==> src/rtl/instr_fetch_unit.sv <==
// rtl/instr_fetch_unit.sv - PC owner and RAM fetch initiator presenting instructions over valid/ready
// Optional feature macro: FETCH_HALT_EN (stop fetching after an all-ones halt word is transferred).
module instr_fetch_unit #(
  parameter int                ADDR_W      = 16,
  parameter int                DATA_W      = 32,
  parameter logic [ADDR_W-1:0] RESET_PC    = '0,
  parameter int                RAM_LATENCY = 1
) (
  input  logic              clk,
  input  logic              rst,
  output logic [ADDR_W-1:0] fetch_address,
  input  logic [DATA_W-1:0] fetch_out,
  output logic [DATA_W-1:0] instr,
  output logic              instr_valid,
  input  logic              instr_ready,
  input  logic              branch_taken,
  input  logic [ADDR_W-1:0] branch_target,
  output logic [ADDR_W-1:0] pc,
  output logic [15:0]       fetch_count
`ifdef FETCH_HALT_EN
  ,
  output logic              halted
`endif
);

  localparam logic [2:0] LAT_CNT = 3'(RAM_LATENCY);

`ifdef FETCH_HALT_EN
  localparam logic [DATA_W-1:0] HALT_WORD = {DATA_W{1'b1}};
  typedef enum logic [1:0] {S_REQ, S_WAIT, S_HOLD, S_HALTED} state_t;
`else
  typedef enum logic [1:0] {S_REQ, S_WAIT, S_HOLD} state_t;
`endif

  state_t              state_q, state_d;
  logic [ADDR_W-1:0]   pc_q, pc_d;
  logic [ADDR_W-1:0]   addr_q, addr_d;
  logic [DATA_W-1:0]   instr_q, instr_d;
  logic                valid_q, valid_d;
  logic [15:0]         count_q, count_d;
  logic [2:0]          cnt_q, cnt_d;
  logic                transfer;
  logic                redirect;
`ifdef FETCH_HALT_EN
  logic                halt_pend_q, halt_pend_d;
`endif

  always_ff @(posedge clk) begin
    if (rst) begin
      state_q <= S_REQ;
      pc_q    <= RESET_PC;
      addr_q  <= RESET_PC;
      instr_q <= '0;
      valid_q <= 1'b0;
      count_q <= '0;
      cnt_q   <= '0;
`ifdef FETCH_HALT_EN
      halt_pend_q <= 1'b0;
`endif
    end else begin
      state_q <= state_d;
      pc_q    <= pc_d;
      addr_q  <= addr_d;
      instr_q <= instr_d;
      valid_q <= valid_d;
      count_q <= count_d;
      cnt_q   <= cnt_d;
`ifdef FETCH_HALT_EN
      halt_pend_q <= halt_pend_d;
`endif
    end
  end

  always_comb begin
    state_d  = state_q;
    pc_d     = pc_q;
    addr_d   = addr_q;
    instr_d  = instr_q;
    valid_d  = valid_q;
    count_d  = count_q;
    cnt_d    = cnt_q;
`ifdef FETCH_HALT_EN
    halt_pend_d = halt_pend_q;
`endif
    // instr_valid is only ever high in HOLD, so this is the handshake edge
    transfer = valid_q && instr_ready;
    redirect = branch_taken;

    case (state_q)
      S_REQ: begin
        state_d = S_WAIT;
        cnt_d   = 3'd1;
      end
      S_WAIT: begin
        if (cnt_q == LAT_CNT) begin
          instr_d = fetch_out;
          valid_d = 1'b1;
          pc_d    = pc_q + ADDR_W'(1);
          addr_d  = pc_q + ADDR_W'(1);
          state_d = S_HOLD;
`ifdef FETCH_HALT_EN
          halt_pend_d = (fetch_out == HALT_WORD);
`endif
        end else begin
          cnt_d = cnt_q + 3'd1;
        end
      end
      S_HOLD: begin
        if (transfer) begin
          valid_d = 1'b0;
          count_d = count_q + 16'd1;
          state_d = S_REQ;
`ifdef FETCH_HALT_EN
          // a transferred halt word parks the unit; a same-edge branch cannot revive it
          if (halt_pend_q) begin
            state_d  = S_HALTED;
            redirect = 1'b0;
          end
`endif
        end
      end
`ifdef FETCH_HALT_EN
      S_HALTED: begin
        redirect = 1'b0;
      end
`endif
      default: begin
        state_d = S_REQ;
      end
    endcase

    // Redirect discards any in-flight or held fetch, including a capture on this edge
    if (redirect) begin
      pc_d    = branch_target;
      addr_d  = branch_target;
      instr_d = instr_q;
      valid_d = 1'b0;
      state_d = S_REQ;
`ifdef FETCH_HALT_EN
      halt_pend_d = 1'b0;
`endif
    end
  end

  assign fetch_address = addr_q;
  assign instr         = instr_q;
  assign instr_valid   = valid_q;
  assign pc            = pc_q;
  assign fetch_count   = count_q;
`ifdef FETCH_HALT_EN
  assign halted        = (state_q == S_HALTED);
`endif

endmodule

==> config.mk <==
export PLATFORM = sky130hd
export DESIGN_NAME = instr_fetch_unit
export DESIGN_NICKNAME = d
export VERILOG_FILES = /design/src/rtl/instr_fetch_unit.sv
export SDC_FILE = /design/constraint.sdc
export NUM_CORES = 1
export LEC_CHECK = 0
export ABC_CLOCK_PERIOD_IN_PS = 2500
export CORE_UTILIZATION = 30
export DETAILED_ROUTE_END_ITERATION = 12
export PLACE_DENSITY = 0.62
export SYNTH_ARGS = -nofsm -noshare
export SYNTH_HDL_FRONTEND = slang
export SYNTH_SLANG_ARGS = --single-unit
export TNS_END_PERCENT = 10
==> constraint.sdc <==
create_clock -name clk -period 2.5 [get_ports clk]
set_input_delay 0.5 -clock clk [delete_from_list [all_inputs] [get_ports clk]]
set_output_delay 0.5 -clock clk [all_outputs]
set_load 0.03 [all_outputs]
# ---- After elaboration in Yosys (flattened, before gate mapping)
# Cells that the tools add are included.
dict set report word_totals {
  elab_cells 40
  reg_bits 70
}
dict set report classes {
  eq_ne 6
  reduce_logical 13
  addsub 3
  n_bitwise 1
  muxes 11
}
# op n
set ops {}
lappend ops {{2-to-1 mux 16 bit} 3}
lappend ops {{adder 16 x 1 -> 16 bit (second input constant)} 2}
lappend ops {{AND reduction 2 bit} 4}
lappend ops {{nonzero test 2 bit} 4}
lappend ops {{!= test 2 bit (second input constant)} 3}
lappend ops {{one-hot mux 2 bit (3 select lines)} 1}
lappend ops {{one-hot mux 3 bit (2 select lines)} 1}
lappend ops {{AND reduction 3 bit} 2}
lappend ops {{2-to-1 mux 2 bit} 2}
lappend ops {{adder 3 x 1 -> 3 bit (second input constant)} 1}
lappend ops {{equality test 3 x 1 -> 1 bit (second input constant)} 1}
lappend ops {{2-to-1 mux 3 bit} 1}
lappend ops {{equality test 2 x 1 -> 1 bit (second input constant)} 1}
lappend ops {{equality test 2 bit (second input constant)} 1}
lappend ops {{zero test 2 bit} 1}
lappend ops {{2-to-1 mux 1 bit} 2}
lappend ops {{one-hot mux 1 bit (2 select lines)} 1}
lappend ops {{OR reduction 2 bit} 1}
lappend ops {{logical AND 1 bit} 1}
lappend ops {{inverter 1 bit} 1}

# ---- Depth between registers and ports, before layout
dict set report logic_depth {
  ltp_word 4
  ltp_mapped 9
  mapped_depth_nobuf 6
}

# ---- Worst setup path before layout
# No wires, ideal clock.
dict set report synth_path {
  kind {register -> register}
  startpoint {reg, netlist name fetch_address[2]}
  endpoint {reg addr_q[13], in the netlist fetch_address[13]}
  setup_ps 91
  setup_slack_ps 554
  synth_period_minus_slack_ps 1946
  path_stages_with_launch 5
  arrival_time_ps 1855
  required_ps 2409
  path_cell_list {dfxtp_1 and4_1 nand4_4 or4_1 a311oi_1}
}
# item line_no
set synth_rtl {}
lappend synth_rtl {{end signal, assigned} 63} ;# addr_q <= addr_d;
lappend synth_rtl {{end, declared} 37} ;# logic [ADDR_W-1:0] addr_q, addr_d;

==> reports/qor.yml <==
place_congestion: 0.7536
cts_buffers: 9
fillers: 987
ys_types: 46
fin_skew_ns: 0.01073
p_int_w: 0.001924
seq_area_frac_synth_pct: 44.62
die_w_um: 104.3
postSynthCellCount: 381
crit_family: "buffers and inverters"
synth_most_common_cell: "nand2_1"
critPathBufInv: 1
grt_max_degree: 33
synth_seq_cells: 70
path_cells: "clkdlybuf4s50_1"
finalHoldViolations: 0
num_rows: 36
clock_path_buffers: 2
drc_errors: 0
drive_gt1_share_pct: 7.784
yosys_most_used_dff: "dfxtp_1"
cp-start-kind: "flop"
yosys.area.top_type: "dfxtp_1"
h-tree-depth: 3
rsz0062_at_grt: "no"
cts.sinks: 70
cap_violations: 0
power_frac_comb_pct: 15.0
slew_violations: 0
dieArea_mm2: 0.01088
vdd_drop_max_uv: 368.5
fmax_ghz: 0.4810
clkPwrFrac_pct: 39.2
fin_ws_ns: 0.4208
p_switching_w: 0.0006545
status: "completed"
critPathRequiredTime_ns: 2.00
ys_warn_count: 0
timing_worst_setup_path_type: "reg -> out"
synth_edf_count: 0
place_ws_ns: 0.1742
power.share.sequential_pct: 45.8
crit_path_top_delay_cell: "clkdlybuf4s50_1"
grt_overflow_total: 0
area_growth_pct: 49.88
min_period_ns: 2.079
worst_path_largest_cell_delay_ns: 0.73
hold_class: "reg -> reg"
critical_path.startpoint: "fetch_address[6]"
yosys-top-cells-count: "nand2_1 (81), dfxtp_1 (70), a21oi_1 (43)"
grt_pass1_wl_um: 13140
antenna_found_initial: 0
grt_pass1_vias: 2745
clk_pin_slew_ns: 0.08
worstPathArrival_ns: 1.58
worst_pin_slew_ns: 0.6054
yosys.area.top_type_share_pct: 44.62
hp-start: "instr[3]"
hold_buffers: 0
wl_per_cell_um: 12.49
synth_area_leaders: "dfxtp_1 (45%), nand2_1 (9.7%), a21oi_1 (6.9%), buf_4 (3.8%), nor2_1 (3.2%)"
wirelength_um: 7919
boundaryPins: 133
period_share_pct: 83.17
cts_resized: 0
relSlewSlack_pct: 59.64
dpl.hpwl_um: 5648
clkLatencyLatePin_ns: 0.34
first_pass_iters: 4
cts_tree: "done"
coreArea_mm2: 0.009955
fin_nets: 552
ant_nets: 0
switching_share_pct: 25.38
postCtsSetupRepairBufs: 0
finalSetupTns_ns: 0
synth_nets: 437
vias_per_cell: 4.740
critPathMaxFanout: 5
diodes: 0
grt.total_usage_pct: 14.82
crit_path_end_kind: "output pin"
drt_iter0_markers: 53
synth.avg_cell_area_um2: 8.243
r2r_start: "cnt_q[1]"
root_buffer: "clkbuf_8"
vias: 3005
die_h_um: 104.3
port_buffers: 132
leakagePower_nw: 1.655
start_util_pct: 31.55
synth-async-reset-ratio_pct: 0
cellPowerDensity_mw_per_mm2: 547.8
syn_area_mm2: 0.003141
setup_viol: 0
per-layer routing:
| metal | global-route usage, % | part of all wire, % | wire [µm] |
|---|---|---|---|
| met5 | 0 | 0 | 0 |
| met4 | 6.837 | 2.0 | 155 |
| met3 | 3.321 | 5.2 | 415 |
| met2 | 24.93 | 47 | 3742 |
| met1 | 17.85 | 46 | 3606 |
worst paths after layout:
path | endpoint | slack (ns) | cells after the start
worst max-delay path | pc[6] | 0.42 | 1
worst min-delay path | instr[3] | 0.45 | 2
worst max register to register | fetch_address[13] | 0.52 | 6
worst min register to register | instr[3] | 0.45 | 2
layout by cell type, fill, tap and decap left out, types with 4 or more instances in the layout:
cell type        synthesis  layout
xor2_1                   8       8
ha_1                     4       4
xnor2_1                  7       7
a311oi_1                 5       5
nor2_1                  27      27
inv_1                   10      10
nor4_1                   5       5
a211oi_1                 5       5
nor3_1                   7       7
clkdlybuf4s50_1          0     131
mux2_2                   4       4
nor2b_1                  5       5
buf_4                   16      10
or3_1                    6       6
clkbuf_8                 0      10
nand3_1                  8       8
nand4_1                  7       7
nand2_1                 81      81
dfxtp_1                 70      70
a21oi_1                 43      43
o21ai_0                  8       8
sequential cells by signal, indices dropped and copies added (netlist names):
| signal | count |
|---|---|
| state_q | 2 |
| instr | 32 |
| fetch_count | 16 |
| fetch_address | 16 |
| cnt_q | 3 |
| instr_valid | 1 |
metrics by stage:
step | std cells | hold WS [ns] | util (%) | cell area (µm²) | power [W]
after floorplan | 381 | 0.4713 | - | 3141 | 0.001418
after global placement | 618 | 0.4413 | 45.11 | 4491 | 0.001593
after detailed placement | 618 | 0.4481 | 45.11 | 4491 | 0.001597
after CTS | 634 | 0.4584 | 47.27 | 4706 | 0.002623
after global routing | 634 | 0.4780 | 47.29 | 4707 | 0.002705
final | 634 | 0.4536 | 47.29 | 4707 | 0.002578
power by group through the flow:
| stage | clock network (W) | registers (W) | logic, W |
|---|---|---|---|
| global placement | 0 | 0.00121 | 0.000387 |
| floorplan | 0 | 0.00126 | 0.000160 |
| CTS | 0.00105 | 0.00118 | 0.000391 |
| global route | 0.00110 | 0.00119 | 0.000415 |
| finish | 0.00101 | 0.00118 | 0.000386 |
| detailed placement | 0 | 0.00121 | 0.000389 |
cell families after synthesis:
family / after synthesis / synth area share (%)
XOR/XNOR: 15 / 4.183
AO/OA/AOI/OAI: 74 / 14.18
multiplexers: 4 / 1.434
buffers and inverters: 48 / 7.809
adder cells (fa/ha/maj): 4 / 1.594
AND/OR/NAND/NOR: 166 / 26.18
flip-flops: 70 / 44.62
area by class of cell:
type	instances	area, µm²	share of cell area [%]
clock buffers	12	145.1	3.083
clock inverters	4	70.07	1.489
inverters	10	37.54	0.7974
multi-input cells	263	1495	31.76
flip-flops and latches	70	1401	29.77
well taps	133	166.4	3.535
repair buffers	142	1391	29.56
(Power assumes the default switching activity.)
